<file path="config.mk">
export PLATFORM = sky130hd
export DESIGN_NAME = bloom_filter_mh_flat
export DESIGN_NICKNAME = d
export VERILOG_FILES = /design/src/rtl/bloom_filter_mh_pkg.sv /design/src/rtl/bloom_filter_mh_if.sv /design/src/rtl/bloom_filter_mh_bit_ram.sv /design/src/rtl/bloom_filter_mh.sv /design/src/flat_wrapper.sv
export SDC_FILE = /design/constraint.sdc
export NUM_CORES = 2
export LEC_CHECK = 0
export CAP_MARGIN = 20
export CELL_PAD_IN_SITES_DETAIL_PLACEMENT = 1
export CELL_PAD_IN_SITES_GLOBAL_PLACEMENT = 1
export CORE_UTILIZATION = 46
export CTS_CLUSTER_SIZE = 8
export DETAILED_ROUTE_END_ITERATION = 6
export PLACE_DENSITY = 0.89
export SYNTH_ARGS = -nofsm -noshare
export SYNTH_HDL_FRONTEND = slang
export SYNTH_SLANG_ARGS = --single-unit
</file>
<file path="constraint.sdc">
create_clock -name clk -period 23.5 [get_ports clk]
set_input_delay 7.05 -clock clk [delete_from_list [all_inputs] [get_ports clk]]
set_output_delay 7.05 -clock clk [all_outputs]
set_load 0.03 [all_outputs]
</file>
<file path="src/rtl/bloom_filter_mh_pkg.sv">
// Shared types, hash seeds and the Jenkins one-at-a-time hash for the Bloom filter.
// Latency: none (types and pure combinational function).
// Backpressure: not applicable.
package bloom_filter_mh_pkg;

    // Largest key the hash function accepts; narrower keys are zero-extended.
    localparam int KEY_MAX = 256;

    typedef enum logic [1:0] {
        QUERY  = 2'd0,
        INSERT = 2'd1,
        CLEAR  = 2'd2
    } op_t;

    typedef enum logic [2:0] {
        IDLE = 3'd0,
        HASH = 3'd1,
        RD   = 3'd2,
        CHK  = 3'd3,
        RESP = 3'd4,
        CLR  = 3'd5
    } state_t;

    localparam logic [31:0] SEED [8] = '{
        32'h9E37_79B9, 32'h85EB_CA6B, 32'hC2B2_AE35, 32'h27D4_EB2F,
        32'h1656_67B1, 32'hD3A2_646C, 32'hFD70_46C5, 32'hB55A_4F09
    };

    // Bytes are consumed LSB byte first; only the first nbytes take part.
    function automatic logic [31:0] jenkins_oaat(input logic [KEY_MAX-1:0] key,
                                                 input int nbytes,
                                                 input logic [31:0] seed);
        logic [31:0] h;
        h = seed;
        for (int b = 0; b < KEY_MAX / 8; b++) begin
            if (b < nbytes) begin
                h = h + {24'h0, key[b*8 +: 8]};
                h = h + (h << 10);
                h = h ^ (h >> 6);
            end
        end
        h = h + (h << 3);
        h = h ^ (h >> 11);
        h = h + (h << 15);
        return h;
    endfunction

endpackage

</file>
<file path="src/rtl/bloom_filter_mh_if.sv">
// Request/response bus of the Bloom filter, including status and statistics.
// Latency: none (wiring only).
// Backpressure: in_valid/in_ready on requests, out_valid/out_ready on results.
interface bloom_filter_mh_if #(
    parameter int KEY_WIDTH = 64,
    parameter int TAG_WIDTH = 16
);
    logic                 in_valid;
    logic                 in_ready;
    logic [1:0]           in_op;
    logic [KEY_WIDTH-1:0] in_key;
    logic [TAG_WIDTH-1:0] in_tag;
    logic                 out_valid;
    logic                 out_ready;
    logic                 out_safe;
    logic [1:0]           out_op;
    logic [KEY_WIDTH-1:0] out_key;
    logic [TAG_WIDTH-1:0] out_tag;
    logic                 busy;
    logic [31:0]          stat_queries;
    logic [31:0]          stat_hits;
    logic [31:0]          stat_inserts;

    // The filter itself.
    modport slave (
        input  in_valid, in_op, in_key, in_tag, out_ready,
        output in_ready, out_valid, out_safe, out_op, out_key, out_tag,
               busy, stat_queries, stat_hits, stat_inserts
    );

    // Whoever issues requests and consumes results.
    modport master (
        output in_valid, in_op, in_key, in_tag, out_ready,
        input  in_ready, out_valid, out_safe, out_op, out_key, out_tag,
               busy, stat_queries, stat_hits, stat_inserts
    );
endinterface

</file>
<file path="src/rtl/bloom_filter_mh_bit_ram.sv">
// Single-port word memory holding the filter bit array; contents are not reset.
// Latency: read data registered one cycle after the address; write on the clock edge.
// Backpressure: none; one access per cycle.
// Ports: clk, i_we (write enable), i_addr (word address), i_wdat (write word), o_rdat (read word).
module bloom_filter_mh_bit_ram #(
    parameter  int DEPTH      = 32,
    parameter  int WORD_WIDTH = 32,
    localparam int AW         = $clog2(DEPTH)
) (
    input  logic                  clk,
    input  logic                  i_we,
    input  logic [AW-1:0]         i_addr,
    input  logic [WORD_WIDTH-1:0] i_wdat,
    output logic [WORD_WIDTH-1:0] o_rdat
);
    logic [WORD_WIDTH-1:0] r_mem [DEPTH];
    logic [WORD_WIDTH-1:0] r_rdat;

    always_ff @(posedge clk) begin
        if (i_we) begin
            r_mem[i_addr] <= i_wdat;
        end
        r_rdat <= r_mem[i_addr];
    end

    assign o_rdat = r_rdat;
endmodule

</file>
<file path="src/rtl/bloom_filter_mh.sv">
// Multi-hash Bloom filter: QUERY / INSERT / CLEAR on a word-organised bit array.
// Latency: QUERY hit / INSERT 2+2*NUM_HASH, QUERY miss on hash j 2+2*(j+1), CLEAR DEPTH+2 cycles.
// Backpressure: one request in flight; in_ready only in IDLE, result held until out_ready.
// Ports: clk, rst (async, active-high), bus (bloom_filter_mh_if.slave: request, result, busy, stats).
// Optional: BLOOM_STATS_EN adds saturating query/hit/insert counters; otherwise stat_* read 0.
module bloom_filter_mh
    import bloom_filter_mh_pkg::*;
#(
    parameter int BIT_ARRAY_SIZE = 1024,
    parameter int WORD_WIDTH     = 32,
    parameter int NUM_HASH       = 3,
    parameter int KEY_WIDTH      = 64,
    parameter int TAG_WIDTH      = 16,
    parameter int HASH_WIDTH     = $clog2(BIT_ARRAY_SIZE)
) (
    input  logic              clk,
    input  logic              rst,
    bloom_filter_mh_if.slave  bus
);
    localparam int DEPTH = BIT_ARRAY_SIZE / WORD_WIDTH;
    localparam int AW    = $clog2(DEPTH);
    localparam int BW    = $clog2(WORD_WIDTH);

    state_t                r_state;
    logic                  r_init;        // power-on / reset sweep still pending
    logic [1:0]            r_op;
    logic [KEY_WIDTH-1:0]  r_key;
    logic [TAG_WIDTH-1:0]  r_tag;
    logic [HASH_WIDTH-1:0] r_idx [8];
    logic [2:0]            r_k;
    logic                  r_safe;
    logic [AW:0]           r_clr_addr;    // MSB set = sweep finished
    logic                  r_out_valid;
    logic                  r_out_safe;
    logic [1:0]            r_out_op;
    logic [KEY_WIDTH-1:0]  r_out_key;
    logic [TAG_WIDTH-1:0]  r_out_tag;

    logic [HASH_WIDTH-1:0] w_cur_idx;
    logic [AW-1:0]         w_word_addr;
    logic [BW-1:0]         w_bit;
    logic [WORD_WIDTH-1:0] w_rd_word;
    logic                  w_bit_set;
    logic                  w_is_insert;
    logic                  w_safe_nxt;
    logic                  w_chk_done;
    logic                  w_in_fire;
    logic                  w_out_fire;
    logic                  w_ram_we;
    logic [AW-1:0]         w_ram_addr;
    logic [WORD_WIDTH-1:0] w_ram_wdat;

    assign w_cur_idx   = r_idx[r_k];
    assign w_word_addr = w_cur_idx[HASH_WIDTH-1:BW];
    assign w_bit       = w_cur_idx[BW-1:0];
    assign w_bit_set   = w_rd_word[w_bit];
    assign w_is_insert = (r_op == INSERT);
    assign w_safe_nxt  = r_safe & w_bit_set;
    // A query stops at the first clear bit; an insert must visit every hash.
    assign w_chk_done  = (r_k == 3'(NUM_HASH - 1)) || (!w_is_insert && !w_bit_set);

    assign w_in_fire  = bus.in_valid && bus.in_ready;
    assign w_out_fire = r_out_valid && bus.out_ready;

    assign w_ram_we   = ((r_state == CLR) && !r_clr_addr[AW]) || ((r_state == CHK) && w_is_insert);
    assign w_ram_addr = (r_state == CLR) ? r_clr_addr[AW-1:0] : w_word_addr;
    assign w_ram_wdat = (r_state == CLR) ? '0 : (w_rd_word | (WORD_WIDTH'(1) << w_bit));

    bloom_filter_mh_bit_ram #(
        .DEPTH      (DEPTH),
        .WORD_WIDTH (WORD_WIDTH)
    ) u_ram (
        .clk    (clk),
        .i_we   (w_ram_we),
        .i_addr (w_ram_addr),
        .i_wdat (w_ram_wdat),
        .o_rdat (w_rd_word)
    );

    always_ff @(posedge clk or posedge rst) begin
        if (rst) begin
            r_state     <= IDLE;
            r_init      <= 1'b1;
            r_op        <= '0;
            r_key       <= '0;
            r_tag       <= '0;
            for (int i = 0; i < 8; i++) r_idx[i] <= '0;
            r_k         <= '0;
            r_safe      <= 1'b0;
            r_clr_addr  <= '0;
            r_out_valid <= 1'b0;
            r_out_safe  <= 1'b0;
            r_out_op    <= '0;
            r_out_key   <= '0;
            r_out_tag   <= '0;
        end else begin
            case (r_state)
                IDLE: begin
                    if (r_init) begin
                        r_clr_addr <= '0;
                        r_state    <= CLR;
                    end else if (w_in_fire) begin
                        r_op       <= bus.in_op;
                        r_key      <= bus.in_key;
                        r_tag      <= bus.in_tag;
                        r_k        <= '0;
                        r_safe     <= 1'b1;
                        r_clr_addr <= '0;
                        r_state    <= (bus.in_op == CLEAR) ? CLR : HASH;
                    end
                end
                HASH: begin
                    for (int i = 0; i < 8; i++) begin
                        r_idx[i] <= (i < NUM_HASH)
                            ? HASH_WIDTH'(jenkins_oaat(KEY_MAX'(r_key), KEY_WIDTH / 8, SEED[i]))
                            : '0;
                    end
                    r_state <= RD;
                end
                RD: r_state <= CHK;
                CHK: begin
                    if (w_chk_done) begin
                        r_out_valid <= 1'b1;
                        r_out_safe  <= w_safe_nxt;
                        r_out_op    <= r_op;
                        r_out_key   <= r_key;
                        r_out_tag   <= r_tag;
                        r_state     <= RESP;
                    end else begin
                        r_safe  <= w_safe_nxt;
                        r_k     <= r_k + 3'd1;
                        r_state <= RD;
                    end
                end
                CLR: begin
                    // One extra cycle after the last word write before leaving.
                    if (r_clr_addr[AW]) begin
                        if (r_init) begin
                            r_init  <= 1'b0;
                            r_state <= IDLE;
                        end else begin
                            r_out_valid <= 1'b1;
                            r_out_safe  <= 1'b0;
                            r_out_op    <= r_op;
                            r_out_key   <= r_key;
                            r_out_tag   <= r_tag;
                            r_state     <= RESP;
                        end
                    end else begin
                        r_clr_addr <= r_clr_addr + (AW+1)'(1);
                    end
                end
                RESP: begin
                    if (w_out_fire) begin
                        r_out_valid <= 1'b0;
                        r_state     <= IDLE;
                    end
                end
                default: r_state <= IDLE;
            endcase
        end
    end

    assign bus.in_ready  = (r_state == IDLE) && !r_init;
    assign bus.busy      = (r_state != IDLE);
    assign bus.out_valid = r_out_valid;
    assign bus.out_safe  = r_out_safe;
    assign bus.out_op    = r_out_op;
    assign bus.out_key   = r_out_key;
    assign bus.out_tag   = r_out_tag;

`ifdef BLOOM_STATS_EN
    logic [31:0] r_stat_queries;
    logic [31:0] r_stat_hits;
    logic [31:0] r_stat_inserts;

    always_ff @(posedge clk or posedge rst) begin
        if (rst) begin
            r_stat_queries <= '0;
            r_stat_hits    <= '0;
            r_stat_inserts <= '0;
        end else if (w_in_fire && (bus.in_op == CLEAR)) begin
            r_stat_queries <= '0;
            r_stat_hits    <= '0;
            r_stat_inserts <= '0;
        end else if (w_out_fire) begin
            // Reserved op code 3 counts as a query.
            if (r_out_op == INSERT) begin
                if (r_stat_inserts != '1) r_stat_inserts <= r_stat_inserts + 32'd1;
            end else if (r_out_op != CLEAR) begin
                if (r_stat_queries != '1) r_stat_queries <= r_stat_queries + 32'd1;
                if (r_out_safe && (r_stat_hits != '1)) r_stat_hits <= r_stat_hits + 32'd1;
            end
        end
    end

    assign bus.stat_queries = r_stat_queries;
    assign bus.stat_hits    = r_stat_hits;
    assign bus.stat_inserts = r_stat_inserts;
`else
    assign bus.stat_queries = '0;
    assign bus.stat_hits    = '0;
    assign bus.stat_inserts = '0;
`endif
endmodule
</file>
<file path="src/flat_wrapper.sv">
// flat-port wrapper written by rule: the top's interface ports become plain ports
module bloom_filter_mh_flat import bloom_filter_mh_pkg::*;
#(
    parameter int BIT_ARRAY_SIZE = 1024,
    parameter int WORD_WIDTH     = 32,
    parameter int NUM_HASH       = 3,
    parameter int KEY_WIDTH      = 64,
    parameter int TAG_WIDTH      = 16,
    parameter int HASH_WIDTH     = $clog2(BIT_ARRAY_SIZE)
)
  (clk, rst, bus_in_valid, bus_in_op, bus_in_key, bus_in_tag, bus_out_ready, bus_in_ready, bus_out_valid, bus_out_safe, bus_out_op, bus_out_key, bus_out_tag, bus_busy, bus_stat_queries, bus_stat_hits, bus_stat_inserts);
  bloom_filter_mh_if #(.KEY_WIDTH(KEY_WIDTH), .TAG_WIDTH(TAG_WIDTH)) bus_i ();
  input  logic clk;
  input  logic rst;
  input wire logic [$bits(bus_i.in_valid)-1:0] bus_in_valid;
  input wire logic [$bits(bus_i.in_op)-1:0] bus_in_op;
  input wire logic [$bits(bus_i.in_key)-1:0] bus_in_key;
  input wire logic [$bits(bus_i.in_tag)-1:0] bus_in_tag;
  input wire logic [$bits(bus_i.out_ready)-1:0] bus_out_ready;
  output wire logic [$bits(bus_i.in_ready)-1:0] bus_in_ready;
  output wire logic [$bits(bus_i.out_valid)-1:0] bus_out_valid;
  output wire logic [$bits(bus_i.out_safe)-1:0] bus_out_safe;
  output wire logic [$bits(bus_i.out_op)-1:0] bus_out_op;
  output wire logic [$bits(bus_i.out_key)-1:0] bus_out_key;
  output wire logic [$bits(bus_i.out_tag)-1:0] bus_out_tag;
  output wire logic [$bits(bus_i.busy)-1:0] bus_busy;
  output wire logic [$bits(bus_i.stat_queries)-1:0] bus_stat_queries;
  output wire logic [$bits(bus_i.stat_hits)-1:0] bus_stat_hits;
  output wire logic [$bits(bus_i.stat_inserts)-1:0] bus_stat_inserts;
  assign bus_i.in_valid = bus_in_valid;
  assign bus_i.in_op = bus_in_op;
  assign bus_i.in_key = bus_in_key;
  assign bus_i.in_tag = bus_in_tag;
  assign bus_i.out_ready = bus_out_ready;
  assign bus_in_ready = bus_i.in_ready;
  assign bus_out_valid = bus_i.out_valid;
  assign bus_out_safe = bus_i.out_safe;
  assign bus_out_op = bus_i.out_op;
  assign bus_out_key = bus_i.out_key;
  assign bus_out_tag = bus_i.out_tag;
  assign bus_busy = bus_i.busy;
  assign bus_stat_queries = bus_i.stat_queries;
  assign bus_stat_hits = bus_i.stat_hits;
  assign bus_stat_inserts = bus_i.stat_inserts;
  bloom_filter_mh #(.BIT_ARRAY_SIZE(BIT_ARRAY_SIZE), .WORD_WIDTH(WORD_WIDTH), .NUM_HASH(NUM_HASH), .KEY_WIDTH(KEY_WIDTH), .TAG_WIDTH(TAG_WIDTH), .HASH_WIDTH(HASH_WIDTH)) u_core (.clk(clk), .rst(rst), .bus(bus_i));
endmodule
</file>
Word level (Yosys, flattened, before mapping):

Memories as Yosys holds them, arrays and structs flattened. A register that Yosys moved wholly into a read port is not among the register bits.
Index checks and enable logic that the tools add are counted.
W data, S select, Z words.

* word-level logic and storage cells: 225
* output and inout bits: 182
* input port bits: 86
* RAM bits: 1024
* memories: 1
* flip-flop bits (word level): 210

* shift operators: 1
* mux-type cells: 74
* add/sub/neg operators: 56
* $lt $le $gt $ge: 2
* reductions and logical operators: 26
* equality and inequality tests: 17
* bitwise logic cells: 31

Memories
* u_core.u_ram.r_mem: depth 32, bits a word 32, read ports 1, clocked after memory_dff 1, wr ports 1, RTL line bloom_filter_mh_bit_ram.sv:16 `logic [WORD_WIDTH-1:0] r_mem [DEPTH];`

Operators with widths (count)
* $add A32 B32 Y32: 21
* $mux W32: 19
* $add A32 B8 Y32: 18
* $xor A32 B26 Y32: 18
* $mux W64: 3
* $pmux W64 S2: 1
* $add A27 B27 Y27: 3
* $add A27 B8 Y27: 3
* $mux W27: 3
* $xor A27 B26 Y27: 3
* $add A32 B8 Y32 const A: 2
* $add A21 B21 Y21: 3
* $mux W21: 3
* $xor A21 B21 Y21: 3
* $mux W16: 3
* $add A31 B9 Y32 const A: 1
* $or A32 B32 Y32: 1
* $pmux W16 S2: 1
* $shl A1 B5 Y32 const A: 1
* $add A10 B1 Y10 const B: 3
* $bmux W10 S3: 1
* $mux W3: 10
* $xor A10 B10 Y10: 3
* $mux W10: 2
* 36 further kinds: 78

Depth between registers and ports, before layout:

* depth after elaboration: 35
* gate-level depth with buffers: 119
* mapped depth without buffers: 115

Cells and area by module:

From an unflattened synthesis, not the netlist that was laid out.

* cell total of the unflattened synthesis: 8573
* area, all modules: 92636.3 um^2

Modules (own cells, without submodules)
* bloom_filter_mh: cells each 6466, area each 52877.0 um^2, times used 1, sequential area each 5256.3 um^2
* bloom_filter_mh_bit_ram: cells each 2107, area each 39759.4 um^2, times used 1, sequential area each 31390.1 um^2

Worst setup path after synthesis:

Ideal clock, no wire load.

* path kind: register to register
* from: reg u_core.r_key[0]
* to: reg u_core.r_idx[69] (netlist name)
* buffers on the path: 2
* clock period less this slack: 22.900 ns
* required time: 23.431 ns
* data arrival time: 22.831 ns
* setup time: 0.069 ns
* path slack: 0.600 ns
* cell stages (with the launch flop): 104
* cells stage by stage: dfrtp_1 -> buf_6 -> inv_1 -> clkbuf_1 -> ha_1 -> nor2b_4 -> o21ai_1 -> and2_1 -> xnor3_1 -> ha_1 -> fa_1 -> a21o_1 -> a21oi_1 -> nor2b_1 -> o21ai_0 -> a21oi_1 -> and4_1 -> nand3_1 -> (+68 left out) -> xnor2_1 -> ha_1 -> o21a_1 -> nor2_1 -> xnor2_1 -> xor2_1 -> ha_1 -> a21oi_1 -> nor2b_1 -> o21a_1 -> nor3_1 -> o21bai_1 -> a21o_1 -> a21oi_1 -> xnor2_1 -> xnor2_1 -> mux4_2 -> nand3_1

* cells in the longest elaborated chain, start to end: 35

Ends and longest elaborated chain
* start: declaration: RTL line bloom_filter_mh.sv:27 `logic [KEY_WIDTH-1:0] r_key;`
* start signal: assignment: RTL line bloom_filter_mh.sv:104 `r_key <= bus.in_key;`
* $add A32 B8 Y32: RTL line bloom_filter_mh_pkg.sv:37 `h = h + {24'h0, key[b*8 +: 8]};`
* $add A32 B32 Y32: RTL line bloom_filter_mh_pkg.sv:38 `h = h + (h << 10);`
* $xor A32 B26 Y32: RTL line bloom_filter_mh_pkg.sv:39 `h = h ^ (h >> 6);`
* $mux W32: RTL line bloom_filter_mh.sv:97 `case (r_state)`
* $add A32 B8 Y32: RTL line bloom_filter_mh_pkg.sv:37
* $add A32 B32 Y32: RTL line bloom_filter_mh_pkg.sv:38
* $xor A32 B26 Y32: RTL line bloom_filter_mh_pkg.sv:39
* $mux W32: RTL line bloom_filter_mh.sv:97
* (+19 left out)
* $mux W27: RTL line bloom_filter_mh.sv:97
* $add A27 B8 Y27: RTL line bloom_filter_mh_pkg.sv:37
* $add A27 B27 Y27: RTL line bloom_filter_mh_pkg.sv:38
* $xor A21 B21 Y21: RTL line bloom_filter_mh_pkg.sv:39
* $mux W21: RTL line bloom_filter_mh.sv:97
* $add A21 B21 Y21: RTL line bloom_filter_mh_pkg.sv:42 `h = h + (h << 3);`
* $xor A10 B10 Y10: RTL line bloom_filter_mh_pkg.sv:43 `h = h ^ (h >> 11);`
* $add A10 B1 Y10: RTL line bloom_filter_mh_pkg.sv:44 `h = h + (h << 15);`
* end signal: indexed assignment: RTL line bloom_filter_mh.sv:114 `r_idx[i] <= (i < NUM_HASH)`
* end: declaration: RTL line bloom_filter_mh.sv:29 `logic [HASH_WIDTH-1:0] r_idx [8];`

Every way passes these cells. The select of a mux whose other input is x is not followed.
A chain may end at the register's enable or synchronous reset.

Final worst setup path:

* from: reg u_core.r_key[1]
* to: reg u_core.r_idx[69] (netlist name)

The elaborated chain is that of the path after synthesis.

==> run_results.csv <==
group,metric,value,unit
cts,cts_tree,"built",
logic_synthesis,synth_area,0.09160,mm2
setup_path,slowest_stage,"xnor2_1",
logic_synthesis,yosys.area_share.simple,11.22,%
cts,clock_latency,890,ps
setup_path,cp-start-kind,"flip-flop",
place,portBuffers,171,
cts,cts_buffers,179,
logic_synthesis,synth_edf_count,1024,
min_path,hold_end,"u_core.r_idx[58]$_DFFE_PP0P_",
sta,fin_ws,-1811,ps
setup_path,rrSetupSlack,-1810,ps
logic_synthesis,synth_top_family_by_area,"XOR/XNOR gates",
floorplan,start_util,46.35,%
min_path,holdPathStages,2,
outcome,status,"finished, violations left",
sta,fmax,0.03951,GHz
outcome,violations,"setup timing",
finish,syn_to_final_growth,19.97,%
sta,whs,483.1,ps
min_path,min_from,"u_core.r_idx[58]$_DFFE_PP0P_",
finish,stdcell_count,11770,
sta,max_slew_margin,12.50,%
global_route,gr-usage-all-layers,30.85,%
detailed_routing,wl_per_cell,30.68,um
place,place_hpwl,207800,um
logic_synthesis,synth-main-ff-cell,"edfxtp_1",
sta,grt_setup_unrepaired,"true",
setup_path,path_buf_inv,7,
finish,nNetsFinal,9765,
setup_path,cpMostUsedCell,"ha_1",
finish,fillers,20300,
logic_synthesis,synth.top_cell.area_share,33.57,%
logic_synthesis,synth_compound_area_share,12.35,%
sta,tightest_slew,1299,ps
detailed_routing,dr_wl_met2,174600,um
detailed_routing,wl_met1,126100,um
run,drv_cap,0,
detailed_routing,ant_nets,0,
sta,fin_worst_skew,83.96,ps
floorplan,chipHeight,448.2,um
logic_synthesis,yosys.area.top_type,"edfxtp_1",
cts,cts_buffer_depth,3,
global_route,antenna_found_initial,6,
logic_synthesis,ys.warnings.count,0,
setup_path,critPathKind,"reg -> reg",
sta,hold_viol_final,0,
floorplan,die_w,448.2,um
setup_path,slowest_delay,630,ps
floorplan,num_io_pins,268,
logic_synthesis,syn-instance-count,8404,
floorplan,coreArea,0.1976,mm2
detailed_routing,drtPass1Iterations,6,
floorplan,dieArea,0.2009,mm2
sta,slew_viol_final,0,
place,pre_cts_slack,-1481,ps
cts,clkTransAtPathRegs,80,ps
logic_synthesis,yosys.area_share.adder,9.586,%
finish,drive_gt1_share,21.77,%
logic_synthesis,synthDistinctLibCells,121,
detailed_routing,drtIter0Drc,8316,
logic_synthesis,syn-mean-instance-area,10.90,um2
sta,period_share,107.7,%
cts,clkSinkCount,1266,
cts,root_buffer,"clkbuf_16",
detailed_routing,top_layer,"met5",
setup_path,crit_path_max_fanout,8,
detailed_routing,drc,0,
sta,fin_crit,25310,ps
logic_synthesis,yosys-mux-area-fraction,7.040,%
logic_synthesis,synthXorXnorAreaFrac,16.64,%
setup_path,r2r-end,"u_core.r_idx[69]$_DFFE_PP0P_",
detailed_routing,drt_wl_total,361200,um
floorplan,num_rows,163,
global_route,grt_overflow,0,
detailed_routing,vias,77370,
cts,h-tree-depth,4,
global_route,grt_max_degree,163,
setup_path,arrival,26050,ps
setup_path,worstRegToRegCells,106,
min_path,hold_class,"reg -> reg",
global_route,grt_pass1_wl,473100,um
detailed_routing,viasPerCell,6.572,
setup_path,r2r-start,"u_core.r_key[1]$_DFFE_PP0P_",
logic_synthesis,synth-seq-cells,1266,
detailed_routing,wl_met3,32970,um
place,place.gp.congestion,0.9430,
place,dp_cells,11240,
setup_path,cp-end-kind,"flip-flop",
global_route,grt_pass1_vias,77050,
logic_synthesis,synth.area.top_cells,"edfxtp_1 34%, xnor2_1 9.3%, ha_1 8.6%",
cts,cts_hold_buf,0,
setup_path,cp_top_family,"compound AO/OA/AOI/OAI gates",
sta,setup_viol,9,
logic_synthesis,synthArstFlopShare,16.59,%
logic_synthesis,yosysSeqAreaShare,40.01,%
setup_path,cp_data_required_time,24240,ps
-- tightest hold or removal path: stages (launching register included) --
cell	delay, ps
dfrtp_1	350
nand2_1	50
nand2_1	50
-- kinds of logic (layout without fill, tap and decap cells) --
| logic type | Yosys count | in the layout |
|---|---|---|
| buffers and inverters | 661 | 1285 |
| flip-flops | 1266 | 1266 |
| multiplexers | 383 | 383 |
| XOR/XNOR | 1582 | 1582 |
| adder cells (fa/ha/maj) | 675 | 675 |
| other | 2 | 107 |
| AO/OA/AOI/OAI | 1722 | 1722 |
| AND/OR/NAND/NOR | 2113 | 2113 |
-- per-layer routing --
layer	vias to the layer above	global-route usage [%]
met5	-	0
met4	6	15.28
met3	1924	4.965
met2	5236	54.01
met1	38560	36.60
li1	31640	-
-- sequential cells by signal (all words and copies together), names as in the netlist --
name                  cells
u_core.r_k                3
u_core.bus.out_safe       1
u_core.bus.out_valid      1
u_core.bus.out_tag       16
u_core.bus.out_key       64
u_core.r_clr_addr         6
u_core.u_ram.o_rdat      32
u_core.r_safe             1
u_core.r_tag             16
u_core.r_op               2
u_core.r_key             64
u_core.u_ram.r_mem     1024
u_core.r_idx             30
u_core.r_state            3
u_core.r_init             1
u_core.bus.out_op         2
-- metrics by stage --
step | util [%] | area (um2) | TNS, ps
finish | 55.61 | 109900 | -5849
global route | 55.60 | 109900 | -19210
CTS | 52.74 | 104200 | 0
detailed placement | 49.36 | 97550 | -13990
global placement | 49.36 | 97550 | -2412
floorplan | - | 91980 | 0
-- worst max path at each step --
| stage | depth (start not counted) | to | start | slack, ps |
|---|---|---|---|---|
| 2_1_floorplan | 103 | u_core.r_idx[69]$_DFFE_PP0P_ | u_core.r_key[0]$_DFFE_PP0P_ | 600 |
| 3_3_place_gp | 103 | u_core.r_idx[79]$_DFFE_PP0P_ | u_core.r_key[3]$_DFFE_PP0P_ | -750 |
| 3_5_place_dp | 105 | u_core.r_idx[79]$_DFFE_PP0P_ | u_core.r_key[3]$_DFFE_PP0P_ | -1480 |
| 4_1_cts | 102 | u_core.r_idx[69]$_DFFE_PP0P_ | u_core.r_key[1]$_DFFE_PP0P_ | 6 |
| 5_1_grt | 106 | u_core.r_idx[69]$_DFFE_PP0P_ | u_core.r_key[1]$_DFFE_PP0P_ | -2480 |
| 6_report | 106 | u_core.r_idx[69]$_DFFE_PP0P_ | u_core.r_key[1]$_DFFE_PP0P_ | -1810 |
-- layout make-up --
| type | count | area (um2) | share of cell area (%) |
|---|---|---|---|
| Clock buffer | 285 | 4917 | 4.475 |
| Antenna cell | 5 | 12.51 | 0.01139 |
| Tap cell | 2640 | 3303 | 3.006 |
| Inverter | 356 | 1344 | 1.223 |
| Sequential cell | 1266 | 36650 | 33.35 |
| Timing Repair Buffer | 625 | 5140 | 4.677 |
| Multi-Input combinational cell | 6577 | 58060 | 52.83 |
| Clock inverter | 19 | 469.2 | 0.4270 |
-- cell usage in the layout, fill, tap and decap left out, types with 193 or more instances in the layout --
cell type	instances
a21o_1	197
a21oi_1	350
buf_4	452
dfrtp_1	208
edfxtp_1	1024
ha_1	590
inv_1	348
mux4_2	193
nand2_1	648
nor2_1	423
o21ai_0	243
xnor2_1	712
xnor2_2	245
xor2_1	387
-- cells in the mapped netlist, types with 107 or more instances --
library cell and instances:
a21o_1 199, a21oi_1 481, clkbuf_1 156, dfrtp_1 209
edfxtp_1 1024, ha_1 629, inv_1 352, mux2_2 160
mux4_2 193, nand2_1 654, nand3_1 182, nor2_1 497
nor2b_1 107, nor3_1 124, o21ai_0 288, o21bai_1 128
xnor2_1 969, xor2_1 510
-- what timing repair did --
action                                  in CTS  in global routing
pin swaps                                   31                197
gates resized for setup                    191                783
buffers inserted                            32                186
endpoints found under the setup margin      24                 30
Power is not shown: default switching activity piles up to over one toggle a cycle in this logic, so the estimate is an artifact.
